**src/rtl/pipe_rca.sv**
```systemverilog
// pipe_rca: WIDTH-bit ripple-carry adder/subtractor split into STAGES carry-registered segments, valid/ready handshake.
// Build macro PIPE_RCA_SATURATE_EN clamps S to the signed limit on overflow; S wraps when it is undefined.
module pipe_rca #(
    parameter int WIDTH  = 8,
    parameter int STAGES = 2
) (
    input  logic             CLK,
    input  logic             RST,
    input  logic [WIDTH-1:0] A,
    input  logic [WIDTH-1:0] B,
    input  logic             Ci,
    input  logic             SUB,
    input  logic             IN_VALID,
    output logic             IN_READY,
    output logic [WIDTH-1:0] S,
    output logic             Co,
    output logic             OVF,
    output logic             OUT_VALID,
    input  logic             OUT_READY
);
    localparam int SEG = WIDTH / STAGES;

    logic             adv_s;
    logic             out_valid_r;
    logic [WIDTH-1:0] s_r;
    logic             co_r;
    logic             ovf_r;

    // The whole pipe moves as one: any free output slot lets every stage step forward
    assign adv_s     = !out_valid_r || OUT_READY;
    assign IN_READY  = adv_s;
    assign S         = s_r;
    assign Co        = co_r;
    assign OVF       = ovf_r;
    assign OUT_VALID = out_valid_r;

    for (genvar k = 0; k < STAGES; k++) begin : g_stage
        localparam int IW = WIDTH - k * SEG;

        logic                 v_in_s;
        logic                 c_in_s;
        logic [IW-1:0]        a_in_s;
        logic [IW-1:0]        b_in_s;
        logic [SEG:0]         seg_sum_s;
        logic [(k+1)*SEG-1:0] lo_next_s;

        assign seg_sum_s = {1'b0, a_in_s[SEG-1:0]} + {1'b0, b_in_s[SEG-1:0]} + {{SEG{1'b0}}, c_in_s};

        if (k == 0) begin : g_src
            assign v_in_s    = IN_VALID;
            assign c_in_s    = SUB ? 1'b1 : Ci;
            assign a_in_s    = A;
            assign b_in_s    = SUB ? ~B : B;
            assign lo_next_s = seg_sum_s[SEG-1:0];
        end else begin : g_src
            // Operands arrive pre-shifted, so this stage always consumes the low SEG bits
            assign v_in_s    = g_stage[k-1].g_mid.v_r;
            assign c_in_s    = g_stage[k-1].g_mid.c_r;
            assign a_in_s    = g_stage[k-1].g_mid.a_r;
            assign b_in_s    = g_stage[k-1].g_mid.b_r;
            assign lo_next_s = {seg_sum_s[SEG-1:0], g_stage[k-1].g_mid.lo_r};
        end

        if (k < STAGES - 1) begin : g_mid
            logic                 v_r;
            logic                 c_r;
            logic [IW-SEG-1:0]    a_r;
            logic [IW-SEG-1:0]    b_r;
            logic [(k+1)*SEG-1:0] lo_r;

            // Segment register: valid, carry, finished low sum bits and the not-yet-added operand bits
            always_ff @(posedge CLK) begin
                if (RST) begin
                    v_r  <= 1'b0;
                    c_r  <= 1'b0;
                    a_r  <= '0;
                    b_r  <= '0;
                    lo_r <= '0;
                end else if (adv_s) begin
                    v_r  <= v_in_s;
                    c_r  <= seg_sum_s[SEG];
                    a_r  <= a_in_s[IW-1:SEG];
                    b_r  <= b_in_s[IW-1:SEG];
                    lo_r <= lo_next_s;
                end
            end
        end else begin : g_last
            logic             c_msb_s;
            logic             ovf_s;
            logic [WIDTH-1:0] s_next_s;

            // Carry into the MSB recovered from the MSB sum bit and its two operand bits
            assign c_msb_s = a_in_s[SEG-1] ^ b_in_s[SEG-1] ^ seg_sum_s[SEG-1];
            assign ovf_s   = c_msb_s ^ seg_sum_s[SEG];

`ifdef PIPE_RCA_SATURATE_EN
            // On overflow the true result has A's sign, so clamp toward that limit
            always_comb begin
                s_next_s = lo_next_s;
                if (ovf_s) begin
                    s_next_s = a_in_s[SEG-1] ? {1'b1, {(WIDTH-1){1'b0}}} : {1'b0, {(WIDTH-1){1'b1}}};
                end else begin
                    s_next_s = lo_next_s;
                end
            end
`else
            assign s_next_s = lo_next_s;
`endif

            // Output register: results hold while the consumer stalls
            always_ff @(posedge CLK) begin
                if (RST) begin
                    out_valid_r <= 1'b0;
                    s_r         <= '0;
                    co_r        <= 1'b0;
                    ovf_r       <= 1'b0;
                end else if (adv_s) begin
                    out_valid_r <= v_in_s;
                    s_r         <= s_next_s;
                    co_r        <= seg_sum_s[SEG];
                    ovf_r       <= ovf_s;
                end
            end
        end
    end
endmodule

```
**config.mk**
```make
export PLATFORM = sky130hd
export DESIGN_NAME = pipe_rca
export DESIGN_NICKNAME = d
export VERILOG_FILES = /design/src/rtl/pipe_rca.sv
export SDC_FILE = /design/constraint.sdc
export NUM_CORES = 1
export LEC_CHECK = 0
export BUFFER_PORTS_ARGS = -buffer_cell sky130_fd_sc_hd__buf_4
export CORE_MARGIN = 1
export CORE_UTILIZATION = 40
export DETAILED_ROUTE_END_ITERATION = 10
export PLACE_DENSITY_LB_ADDON = 0.08
export SYNTH_ARGS = -nofsm -noshare
export SYNTH_HDL_FRONTEND = slang
export SYNTH_SLANG_ARGS = --single-unit
```
**constraint.sdc**
```tcl
create_clock -name CLK -period 5.5 [get_ports CLK]
set_input_delay 1.1 -clock CLK [delete_from_list [all_inputs] [get_ports CLK]]
set_output_delay 1.1 -clock CLK [all_outputs]
set_load 0.02 [all_outputs]
```
==> metrics.csv, run 1 <==
metric;value;unit
crit_buf_inv;3;
fmax;276;MHz
hold_ws;0.461;ns
synth_edf_count;0;
die_area;3300;µm²
max_cap_viol_count;0;
setup_viol;0;
place_congestion;0.795;
htree_levels;1;
antenna_found_initial;0;
yosysTopAreaCell;dfxtp_1;
yosysWarnings;0;
hp-class;reg2reg;
synth_top_flop_cell;dfxtp_1;
relSlewSlack;43.2;%
cp_slowest_cell;inv_1;
final.setup.worst_slack;1.88;ns
area_growth;20.6;%
placedCellCount;193;
async_flop_share;0;%
layout_commonest_cell;buf_4;
grt_use_total;15.4;%
power_density;264;nW/µm²
violations;DRC;
crit_path_frequent_cell;buf_4;
cts_buffers;3;
fillers;285;
final_cell_mix;buf_4 (33), dfxtp_1 (25), nand2_1 (25);
syn_area;1230;µm²
routed_wl;2290;µm
ys_ff_latch;25;
coreArea;2830;µm²
worstSetupPathType;in2out;
grt_start_max_net_pins;30;
dieHeight;57.5;µm
layout_min_cycle_time;3.62;ns
fin_util;52.5;%
cts.sinks;25;
internal-power;277;µW
grt.overflow.total;0;
critPathLaunchType;primary input;
antennaDiodeCount;0;
boundaryPins;34;
ant_nets;0;
synth_seq_area_share;40.7;%
seq_area;500;µm²
preCtsSetupSlack;1.91;ns
finalCritPeriodShare;65.8;%
pwr-share-clk;20.6;%
cp_top_family;buffers and inverters;
required;4.40;ns
multi_input_area;656;µm²
power_switching;115;µW
final_layout_size_suffix_gt1_share;24.1;%
cts_tree;built;
avgRoutedWirePerCell;11.6;µm
ctsResizeCount;0;
initial_utilization;43.5;%
clkTransAtPathRegs;0.13;ns
slew_viol_final;0;
drcViolationCount;3;
status;complete, but fails checks;
fin_nets;199;
setup_tns;0;ns
syn_nets;170;
hold_buffers;0;
cts_setup_buffers;0;
hpwlAfterDp;1610;µm
final_cells;197;
std_cell_rows;19;
crit_fanout;29;
place.port_buffers;33;
rsz0062_at_grt;false;
max-vdd-ir-drop;0.000113;V
worst_clock_skew;0.00145;ns
p_comb_share;25.6;%
root_buffer;clkbuf_4;
grt_pass1_wl;3880;µm
grt_pass1_vias;911;
slowest_delay;0.53;ns
ys_types;25;
postSynthAreaPerCell;8.92;µm²
end_kind;output port;
drt_iter0_drc;15;
cp_cell_sequence;buf_4 -> nor2b_4 -> inv_1 -> buf_4;
cts_buffer_depth;2;
die_w;57.5;µm
vias;980;
first_pass_iters;7;
syn_inst;138;
clock_latency;0.31;ns
leakage;0.000675;µW
seqPwrFrac;53.9;%
synth_top_cell_area_share;40.7;%
critPathArrivalTime;2.52;ns
synthTopCellsByArea;dfxtp_1 (41%), nand2_1 (7.6%), fa_1 (6.5%), a21oi_1 (6.1%), ha_1 (6.1%);
max_slew.worst_pin.slew;0.850;ns
viasPerCell;4.97;
report.final.hold_viol_count;0;
switching_share;29.3;%
-- cell type report --
| class | instances | area share [%] |
|---|---|---|
| clock buffers | 3 | 1.52 |
| repair buffers | 33 | 16.7 |
| multi-input cells | 100 | 44.1 |
| flip-flops and latches | 25 | 33.7 |
| well taps | 31 | 2.61 |
| clock inverters | 1 | 0.337 |
| inverters | 4 | 1.01 |
-- kinds of logic after synthesis --
| group | share of synthesized area [%] |
|---|---|
| simple gates | 18.7 |
| compound gates | 14.1 |
| flops | 40.7 |
| buf+inv | 6.10 |
| xor+xnor | 7.83 |
| fa+ha+maj | 12.6 |
-- per-layer routing --
layer,GRT usage (%),vias up,wire [µm]
met5,0,-,0
met4,7.32,0,40
met3,2.95,5,99
met2,24.4,23,966
met1,20.1,440,1180
li1,-,512,-
-- power groups by stage --
stage	clock, µW	combinational [µW]	sequential, µW
6_report	80.5	100	211
3_3_place_gp	0	99.4	214
3_5_place_dp	0	100	215
4_1_cts	85.5	101	211
2_1_floorplan	0	57.1	223
5_1_grt	90.6	112	213
-- registers in the layout, indices dropped and copies added, names as in the netlist --
| name | cells |
|---|---|
| g_stage.g_mid.a_r | 4 |
| Co | 1 |
| S | 8 |
| g_stage.g_mid.v_r | 1 |
| OVF | 1 |
| g_stage.g_mid.c_r | 1 |
| g_stage.g_mid.b_r | 4 |
| g_stage.g_mid.lo_r | 4 |
| OUT_VALID | 1 |
-- stage by stage --
stage | area, µm² | total power, µW
2_1_floorplan | 1230 | 281
3_3_place_gp | 1460 | 314
3_5_place_dp | 1460 | 316
4_1_cts | 1490 | 398
5_1_grt | 1490 | 416
6_report | 1490 | 392
-- synth_stat cells (3+ instances only) --
| master | n |
|---|---|
| nor2_1 | 14 |
| a211oi_1 | 8 |
| xnor2_1 | 4 |
| inv_1 | 4 |
| buf_2 | 3 |
| a21o_1 | 3 |
| nand2_1 | 25 |
| a21oi_1 | 15 |
| xor2_1 | 7 |
| ha_1 | 6 |
| dfxtp_1 | 25 |
| fa_1 | 4 |
-- worst paths after layout --
kind	startpoint	to	slack, ns	cells after the start
max	OUT_READY	IN_READY	1.88	4
min	g_stage[0].g_mid.v_r	g_stage[0].g_mid.v_r	0.46	2
max reg2reg	OUT_VALID	g_stage[0].g_mid.lo_r[2]	3.69	4
min reg2reg	g_stage[0].g_mid.v_r	g_stage[0].g_mid.v_r	0.46	2
-- worst register-to-register path, stage by stage (launching register included) --
cell and delay [ns]:
dfxtp_1 0.36, nor2b_4 0.47, inv_1 0.54, nor2_1 0.24
a211oi_1 0.07
Power figures use the tool's default switching activity.
==> run 2, diff against run 1 <==
==> constraint.sdc (replaced) <==
create_clock -name CLK -period 3.28 [get_ports CLK]
set_input_delay 0.656 -clock CLK [delete_from_list [all_inputs] [get_ports CLK]]
set_output_delay 0.656 -clock CLK [all_outputs]
set_load 0.02 [all_outputs]
==> run 2 against run 1 <==
The flow still finishes with violations (DRC). Via count down 1.4%. Flip-flop and latch count unchanged. First-iteration DRC count up 47%. Utilization up 0.62 points. Sequential power up 67%. Wire length up 1.3%. Non-clock buffer count up 2.
==> metrics.csv, run 2 (synthesized netlist as in run 1, its figures left out) <==
metric;value;unit
status;complete, but fails checks;
violations;DRC;
critPathLaunchType;primary input;
grt.overflow.total;0;
cts.sinks;25;
vias;966;
r2r_slack;1.46;ns
coreArea;2830;µm²
power_density;441;nW/µm²
worstSetupPathType;in2reg;
power;662;µW
fin_nets;201;
boundaryPins;34;
p_comb_share;25.4;%
ant_nets;0;
finalCritPeriodShare;67.7;%
report.final.hold_viol_count;0;
required;3.50;ns
place.port_buffers;33;
hpwlAfterDp;1620;µm
std_cell_rows;19;
crit_end;g_stage[0].g_mid.c_r;
grt_use_met2;25.6;%
ctsResizeCount;0;
grt_pass1_wl;3950;µm
routed_wl;2320;µm
slew_viol_final;0;
first_pass_iters;7;
placedCellCount;195;
root_buffer;clkbuf_4;
grt_start_max_net_pins;29;
die_w;57.5;µm
setup_tns;0;ns
die_area;3300;µm²
htree_levels;1;
reg2reg_to;OVF;
leakage;0.000681;µW
pwr-share-clk;21.4;%
largest_reg_flops;8;
max-vdd-ir-drop;0.000286;V
antenna_found_initial;0;
r2r-start;g_stage[0].g_mid.c_r;
avgRoutedWirePerCell;11.7;µm
end_kind;flip-flop;
clock_latency;0.32;ns
rr_worst_depth;7;
layout_min_cycle_time;2.22;ns
initial_utilization;43.5;%
grt_pass1_vias;911;
layout_commonest_cell;buf_4;
cp-startpoint;SUB;
fmax;450;MHz
cp_slowest_cell;fa_1;
worst_clock_skew;0.00392;ns
final_cells;199;
cts_buffers;3;
critPathArrivalTime;2.44;ns
rsz0062_at_grt;false;
busiest_layer;met2;
clkTransAtPathRegs;0.14;ns
hold_buffers;0;
max_cap_viol_count;0;
viasPerCell;4.85;
antennaDiodeCount;0;
seqPwrFrac;53.2;%
met1_usage;20.1;%
drt_iter0_drc;22;
cp_top_family;adder cells;
cts_buffer_depth;2;
final_layout_size_suffix_gt1_share;25.0;%
cp.depth;7;
place_congestion;0.778;
grt_use_total;15.4;%
cp_cell_sequence;buf_4 -> or2_2 -> fa_1 -> fa_1 -> a21o_1 -> a211oi_1 -> nor3_1;
crit_path_frequent_cell;fa_1;
cts_setup_buffers;0;
final_cell_mix;buf_4 (35), dfxtp_1 (25), nand2_1 (25);
crit_buf_inv;1;
internal-power;466;µW
hp-class;reg2reg;
area_growth;22.1;%
dieHeight;57.5;µm
slowest_delay;0.41;ns
crit_fanout;9;
switching_share;29.7;%
max_slew.worst_pin.slew;0.281;ns
drcViolationCount;3;
relSlewSlack;81.2;%
power_switching;197;µW
fin_util;53.1;%
cts_tree;built;
grt.met3_usage;4.08;%
setup_viol;0;
fillers;282;
run 2: cell count changes in the layout (fill, tap and decap cells not counted):
cell        change
clkinvlp_4      +1
buf_4           +2
clkinv_2        -1
run 2: how the worst min path moves through the flow:
| stage | from | to | slack [ns] | depth (start not counted) |
|---|---|---|---|---|
| floorplan | g_stage[0].g_mid.lo_r[0] | g_stage[0].g_mid.lo_r[0] | 0.43 | 2 |
| global route | g_stage[0].g_mid.lo_r[3] | S[3] | 0.49 | 2 |
| finish | S[1] | S[1] | 0.46 | 2 |
| detailed placement | g_stage[0].g_mid.lo_r[1] | g_stage[0].g_mid.lo_r[1] | 0.45 | 2 |
| CTS | S[1] | S[1] | 0.46 | 2 |
| global placement | S[1] | S[1] | 0.44 | 2 |
run 2: final cells by class:
class	instances	area, µm²	share of cell area (%)
clock inverters	1	7.51	0.500
flip-flops and latches	25	500	33.3
clock buffers	3	22.5	1.50
inverters	4	15.0	0.999
well taps	31	38.8	2.58
repair buffers	35	263	17.5
multi-input cells	100	656	43.6
run 2: through the flow:
step                setup slack (ns)  hold WS [ns]  instance area (µm²)
floorplan                      0.791         0.432                 1230
global placement               0.730         0.439                 1470
detailed placement             0.686         0.446                 1470
CTS                             1.05         0.464                 1500
global route                   0.980         0.488                 1500
finish                          1.06         0.459                 1500
run 2: tightest hold or removal path: stages (launching register included):
cell,delay [ns]
dfxtp_1,0.34
nand2_1,0.05
a21oi_1,0.05
run 2: power groups by stage:
stage	logic, µW	registers [µW]	clock network (µW)
4_1_cts	171	353	148
5_1_grt	189	358	161
6_report	168	353	142
3_5_place_dp	170	360	0
3_3_place_gp	167	359	0
2_1_floorplan	95.7	375	0
run 2: layer usage:
layer  wire length, µm  vias up  share of wire (%)
li1                  -      518                  -
met1              1170      424                 50
met2              1040       22                 45
met3                96        2                4.1
met4                12        0               0.52
met5                 0        -                  0
